**src/rtl/arb_pkg.sv**
```systemverilog
// Shared types and helpers for the round-robin arbiter front end.
// Lane count and index width are fixed by the arbiter.
package arb_pkg;

  localparam int NUM_REQ = 16;
  localparam int LANE_W  = 4;

  typedef enum logic [1:0] {
    IDLE  = 2'd0,
    GWAIT = 2'd1,
    XFER  = 2'd2
  } arb_st_e;

  function automatic logic onehot_chk(input logic [NUM_REQ-1:0] v);
    return (v != '0) && ((v & (v - 1'b1)) == '0);
  endfunction

endpackage

```
**src/rtl/arb_req_mux_onehot_enc.sv**
```systemverilog
// Grant vector encoder: index of the lowest set bit, plus one-hot and zero flags.
// Purely combinational; for a one-hot input the index is the exact owner.
module onehot_enc
  import arb_pkg::*;
(
  input  logic [NUM_REQ-1:0] vec,
  output logic [LANE_W-1:0]  idx,
  output logic               is_onehot,
  output logic               is_zero
);

  // Scan downward so the lowest set bit wins.
  always_comb begin
    idx = '0;
    for (int i = NUM_REQ - 1; i >= 0; i--) begin
      if (vec[i]) idx = LANE_W'(i);
    end
  end

  assign is_onehot = onehot_chk(vec);
  assign is_zero   = (vec == '0);

endmodule

```
**src/rtl/arb_req_mux.sv**
```systemverilog
// Requester front end for the 16-way arbiter: one request per packet, holds the grant for the whole packet.
// Optional grant checking with sticky err_gnt is enabled by defining ARB_REQ_MUX_CHECK_EN.
module arb_req_mux #(
  parameter int DW      = 32,
  parameter int NUM_REQ = 16
) (
  input  logic                       clk,
  input  logic                       rst,
  input  logic [NUM_REQ-1:0]         in_valid,
  output logic [NUM_REQ-1:0]         in_ready,
  input  logic [NUM_REQ*DW-1:0]      in_data,
  input  logic [NUM_REQ-1:0]         in_last,
  output logic [NUM_REQ-1:0]         arb_req,
  input  logic [NUM_REQ-1:0]         arb_gnt,
  output logic                       out_valid,
  input  logic                       out_ready,
  output logic [DW-1:0]              out_data,
  output logic                       out_last,
  output logic [arb_pkg::LANE_W-1:0] out_lane,
  output logic                       err_gnt
);

  import arb_pkg::*;

  arb_st_e             state_q, state_d;
  logic [LANE_W-1:0]   owner_q;
  logic [LANE_W-1:0]   gnt_idx;
  logic                gnt_onehot;
  logic                gnt_zero;
  logic                gnt_ok;

  onehot_enc u_enc (
    .vec       (arb_gnt),
    .idx       (gnt_idx),
    .is_onehot (gnt_onehot),
    .is_zero   (gnt_zero)
  );

`ifdef ARB_REQ_MUX_CHECK_EN
  logic [NUM_REQ-1:0] req_q;
  logic               err_q;

  // A legal grant names exactly one lane that actually requested.
  assign gnt_ok = gnt_onehot && ((arb_gnt & ~req_q) == '0);

  always_ff @(posedge clk or posedge rst) begin
    if (rst) begin
      req_q <= '0;
      err_q <= 1'b0;
    end else begin
      if (state_q == IDLE && (|in_valid)) req_q <= in_valid;
      if (state_q == GWAIT && !gnt_ok)    err_q <= 1'b1;
    end
  end

  assign err_gnt = err_q;

  a_gnt_legal: assert property (@(posedge clk) disable iff (rst) (state_q == GWAIT) |-> gnt_ok);
`else
  logic unused_gnt_onehot;

  assign gnt_ok            = !gnt_zero;
  assign err_gnt           = 1'b0;
  assign unused_gnt_onehot = gnt_onehot;
`endif

  always_ff @(posedge clk or posedge rst) begin
    if (rst) begin
      state_q <= IDLE;
      owner_q <= '0;
    end else begin
      state_q <= state_d;
      if (state_q == GWAIT && gnt_ok) owner_q <= gnt_idx;
    end
  end

  always_comb begin
    state_d   = state_q;
    arb_req   = '0;
    in_ready  = '0;
    out_valid = 1'b0;
    out_data  = '0;
    out_last  = 1'b0;
    case (state_q)
      IDLE: begin
        arb_req = in_valid;
        if (|in_valid) state_d = GWAIT;
      end
      GWAIT: begin
        state_d = gnt_ok ? XFER : IDLE;
      end
      XFER: begin
        out_valid         = in_valid[owner_q];
        out_data          = in_data[int'(owner_q) * DW +: DW];
        out_last          = in_last[owner_q];
        in_ready[owner_q] = out_ready;
        if (out_valid && out_ready && out_last) state_d = IDLE;
      end
      default: state_d = IDLE;
    endcase
  end

  assign out_lane = owner_q;

endmodule

```
**config.mk**
```make
export PLATFORM = sky130hd
export DESIGN_NAME = arb_req_mux
export DESIGN_NICKNAME = d
export VERILOG_FILES = /design/src/rtl/arb_pkg.sv /design/src/rtl/arb_req_mux_onehot_enc.sv /design/src/rtl/arb_req_mux.sv
export SDC_FILE = /design/constraint.sdc
export NUM_CORES = 1
export LEC_CHECK = 0
export BUFFER_PORTS_ARGS = -buffer_cell sky130_fd_sc_hd__buf_2
export CAP_MARGIN = 20
export CORE_AREA = 2 2 244 246
export CTS_BUF_LIST = sky130_fd_sc_hd__clkbuf_8
export DETAILED_ROUTE_END_ITERATION = 7
export DIE_AREA = 0 0 246 248
export GPL_TIMING_DRIVEN = 0
export SKIP_CTS_REPAIR_TIMING = 1
export SYNTH_ARGS = -nofsm -noshare
export SYNTH_HDL_FRONTEND = slang
export SYNTH_HIERARCHICAL = 1
export SYNTH_SLANG_ARGS = --single-unit
```
**constraint.sdc**
```tcl
create_clock -name clk -period 2.4 [get_ports clk]
set_clock_uncertainty 0.05 [all_clocks]
set_input_delay 0.48 -clock clk [delete_from_list [all_inputs] [get_ports clk]]
set_output_delay 0.48 -clock clk [all_outputs]
set_load 0.005 [all_outputs]
```
==> flow_summary.yaml, run 1 <==
power_and_ir_drop:
  p_per_area_nw_per_um2: 852.3
  leakagePower_nw: 4.404
  power_mw: 8.543
  peakVddDrop_mv: 0.3680
global_routing:
  grt_pass1_vias: 7309
  grt_usage_pct: 14.25
  grtUsageMet3_pct: 4.920
  grt_overflow: 0
  met1_usage_pct: 17.09
  use_met2_pct: 23.41
  antenna_found_initial: 44
  grt_max_degree: 11
  grt_pass1_wl_um: 58610
  top_usage_layer: "met2"
clock_tree:
  root_buffer: "clkbuf_8"
  clock-sinks: 6
  cts_max_level: 1
  clkTransAtPathRegs_ns: 0.05
  clock_latency_ns: 0.23
  clock_path_buffers: 2
  cts_tree: "done"
  cts_made_buffers: 3
status:
  status: "finished, violations left"
  violations: "setup timing"
die:
  die_h_um: 248
  start_util_pct: 8.595
  coreArea_um2: 58460
  die_w_um: 246
  ioPinCount: 634
  die-area_um2: 61010
  rows: 89
logic_synthesis:
  netlist_area_um2: 5025
  yosys_warnings: 6
  syn_inst: 357
  syn_avg_cell_area_um2: 14.08
  syn_nets: 920
sta:
  tightest_slew_ns: 1.015
  setup_violations: 42
  drv_slew: 0
  fin_crit_ns: 3.082
  finalSetupTns_ns: -21.68
  slew_headroom_pct: 32.17
  fin_hold_ws_ns: 0.1485
  setup_ws_ns: -0.6821
  max_freq_mhz: 324.5
  post-route-period-util_pct: 128.4
  hold_viol: 0
  grt_setup_unrepaired: "yes"
drt:
  final_antenna_net_count: 0
  drc: 0
  wl_um: 48000
  wl_per_cell_um: 26.55
  drt_first_pass_iters: 4
  num_vias: 7207
  drtIter0Drc: 362
  viasPerCell: 3.986
layout:
  area_growth_pct: 99.48
  drive_gt1_share_pct: 89.26
  nets: 1580
  nFillCells: 6624
  ff_latch_area_um2: 155.1
  final_cells: 1808
  multi_input_area_um2: 4686
  design_area_um2: 10020
worst_setup_path:
  r2r_setup_slack_ns: 0.14
  cp-start-kind: "flip-flop"
  criticalPathCategory: "flip-flop to output pin"
  crit_required_ns: 1.87
  endpoint_kind: "output pin"
  arrival_ns: 2.55
  cp_max_fo: 7
job:
  max_cap_violations: 0
placed_design:
  dpl_cell_area_um2: 9296
  hpwl_um: 41460
  place_inst: 1764
  numPortBuffers: 632
  place.gp.congestion: 0.8722
min_path:
  hp-class: "primary input to async pin"
==> flip-flops by register name, indices dropped and copies added (netlist names) <==
register	cells
out_lane	4
state_q	2
==> per-stage QoR <==
step	setup slack (ns)	util (%)
finish	-0.6821	17.15
global route	-0.7535	17.14
CTS	-1.768	15.97
detailed placement	-1.514	15.90
global placement	-1.524	15.85
floorplan	-0.03814	-
==> report_power, final <==
part / switching, mW / internal, mW
clock: 0.0511 / 0.109
combinational: 3.73 / 4.43
sequential: 0.0764 / 0.144
==> cell usage in the layout, fill, tap and decap left out, types with 10 or more instances in the layout <==
cell and count:
buf_2 617, buf_4 15, and2_1 32, buf_6 27, nor2_1 16, buf_12 10
clkbuf_2 12, diode_2 20, and2_4 16, mux4_2 168
==> routing by layer <==
layer,share of wire (%),vias up
li1,-,2952
met5,0.32,-
met2,47,554
met3,10,106
met4,3.6,26
met1,39,3569
==> worst max-delay path, stage by stage (launching register included) <==
cell     delay [ns]
dfrtp_1        0.38
buf_12         0.15
buf_16         0.17
buf_16         0.20
buf_12         0.13
mux4_2         0.50
mux4_2         0.48
and2_1         0.16
buf_2          0.13
==> path summary, 6_finish.rpt <==
path | from | endpoint | depth (start not counted)
min in group clk | out_ready | state_q[1]$_DFFE_PP0P_ | 2
worst min-delay path | rst | out_lane[2]$_DFFE_PP0P_ | 2
worst min register to register | state_q[1]$_DFFE_PP0P_ | state_q[1]$_DFFE_PP0P_ | 3
worst max-delay path | out_lane[0]$_DFFE_PP0P_ | out_data[3] | 8
worst max register to register | out_lane[0]$_DFFE_PP0P_ | state_q[1]$_DFFE_PP0P_ | 8
max in group asynchronous | rst | out_lane[1]$_DFFE_PP0P_ | 2
==> final cells by class <==
| cell class | instances | area share, % |
|---|---|---|
| inverters | 5 | 0.1872 |
| plain buffers | 46 | 4.868 |
| well taps | 773 | 9.649 |
| diodes | 20 | 0.4993 |
| clock buffers | 3 | 0.4119 |
| repair buffers | 657 | 36.09 |
| flip-flops and latches | 6 | 1.548 |
| multi-input cells | 298 | 46.75 |
Power figures use the tool's default switching activity.
==> inputs of run 2 (changes only) <==
--- a/config.mk
+++ b/config.mk
@@ -12,6 +12,7 @@
 export DETAILED_ROUTE_END_ITERATION = 7
 export DIE_AREA = 0 0 246 248
 export GPL_TIMING_DRIVEN = 0
+export SETUP_SLACK_MARGIN = 0.02
 export SKIP_CTS_REPAIR_TIMING = 1
 export SYNTH_ARGS = -nofsm -noshare
 export SYNTH_HDL_FRONTEND = slang
==> flow_summary.yaml, run 2 (synthesis gave the netlist of run 1 again) <==
status:
  status: "finished, violations left"
  violations: "setup timing"
layout:
  drive_gt1_share_pct: 89.16
  largest_register_ffs: 4
  fin_util_pct: 17.20
  nFillCells: 6617
  area_growth_pct: 100.1
  final_common_cell: "buf_2"
  layout_common_cells: "buf_2, mux4_2, and2_1"
  design_area_um2: 10060
  nets: 1580
sta:
  tightest_slew_ns: 1.024
  setup_violations: 42
  fin_crit_ns: 3.084
  drv_slew: 0
  grt_setup_unrepaired: "yes"
  post-route-period-util_pct: 128.5
  fin_hold_ws_ns: 0.1418
  max_freq_mhz: 324.2
  hold_viol: 0
  setup_ws_ns: -0.6841
  slew_headroom_pct: 31.60
min_path:
  hp-class: "primary input to async pin"
placed_design:
  hpwl_um: 41460
  numPortBuffers: 632
  place.gp.congestion: 0.8722
  dpl_cell_area_um2: 9296
  pre_cts_ws_ns: -1.514
clock_tree:
  cts_tree: "done"
  clock_path_buffers: 2
  cts_made_buffers: 3
  root_buffer: "clkbuf_8"
  clock_latency_ns: 0.23
  clock-sinks: 6
  cts_max_level: 1
  clkTransAtPathRegs_ns: 0.05
global_routing:
  grt_overflow: 0
  grt_usage_pct: 14.25
  grt_pass1_vias: 7309
  antenna_found_initial: 44
  grt_max_degree: 11
  grt_pass1_wl_um: 58610
die:
  start_util_pct: 8.595
  die-area_um2: 61010
  die_h_um: 248
  die_w_um: 246
  rows: 89
  ioPinCount: 634
  coreArea_um2: 58460
worst_setup_path:
  criticalPathCategory: "flip-flop to output pin"
  crit_required_ns: 1.87
  cp_max_fo: 10
  arrival_ns: 2.55
  endpoint_kind: "output pin"
  cp-start-kind: "flip-flop"
drt:
  drt_first_pass_iters: 4
  wl_um: 47960
  final_antenna_net_count: 0
  viasPerCell: 3.990
  drc: 0
  drtIter0Drc: 375
  wl_per_cell_um: 26.51
  num_vias: 7218
power_and_ir_drop:
  p_per_area_nw_per_um2: 854.3
  leakagePower_nw: 4.422
  power_mw: 8.592
  peakVddDrop_mv: 0.3635
job:
  max_cap_violations: 0
## run 2: changes by cell type in the layout (fill, tap and decap cells not counted), moves of 2 or more
cell	delta
buf_4	+2
buf_8	+2
clkbuf_2	-2
clkbuf_4	-2
dfrtp_1	+2
## run 2: layout make-up
class | instances | area (um^2) | share of cell area (%)
Sequential cell | 6 | 150.1 | 1.493
Buffer | 48 | 539.3 | 5.362
Inverter | 5 | 18.77 | 0.1866
Tap cell | 773 | 967.2 | 9.617
Clock buffer | 3 | 41.29 | 0.4106
Antenna cell | 21 | 52.55 | 0.5225
Multi-Input combinational cell | 298 | 4686 | 46.59
Timing Repair Buffer | 655 | 3602 | 35.82
## run 2: layer usage
| metal | part of all wire, % | GRT usage (%) | vias to the layer above |
|---|---|---|---|
| li1 | - | - | 2953 |
| met1 | 39 | 17.09 | 3575 |
| met2 | 47 | 23.41 | 554 |
| met3 | 9.9 | 4.920 | 110 |
| met4 | 3.6 | 5.134 | 26 |
| met5 | 0.32 | 1.192 | - |
## run 2: worst paths after layout
path                                    startpoint                 endpoint  slack [ns]  cells past startpoint
setup reg to reg           out_lane[0]$_DFFE_PP0P_   state_q[1]$_DFFE_PP0P_        0.14                      8
min in group clk                         out_ready   state_q[1]$_DFFE_PP0P_        0.47                      2
setup / recovery           out_lane[0]$_DFFE_PP0P_             out_data[20]       -0.68                      7
hold / removal                                 rst  out_lane[2]$_DFFE_PP0P_        0.14                      2
hold reg to reg             state_q[1]$_DFFE_PP0P_   state_q[1]$_DFFE_PP0P_        0.73                      3
max in group asynchronous                      rst  out_lane[0]$_DFFE_PP0P_        1.90                      2
## run 2: critical path, cell delays in order (launching register included)
cell and delay [ns]:
dfrtp_1 0.38, buf_12 0.15, buf_16 0.17, buf_12 0.17
mux4_2 0.58, mux4_2 0.50, and2_1 0.21, buf_2 0.14
## run 2: report_power, final
part           leakage, nW  internal [mW]  switching [mW]
clock               0.0217          0.109          0.0547
sequential          0.0777          0.140          0.0335
combinational         4.32           4.49            3.76
## run 2: metrics by stage
| step | cells | TNS [ns] |
|---|---|---|
| after floorplan | 357 | -1.221 |
| after global placement | 1762 | -57.88 |
| after detailed placement | 1764 | -57.75 |
| after CTS | 1767 | -70.52 |
| after global routing | 1806 | -25.36 |
| final | 1809 | -21.56 |
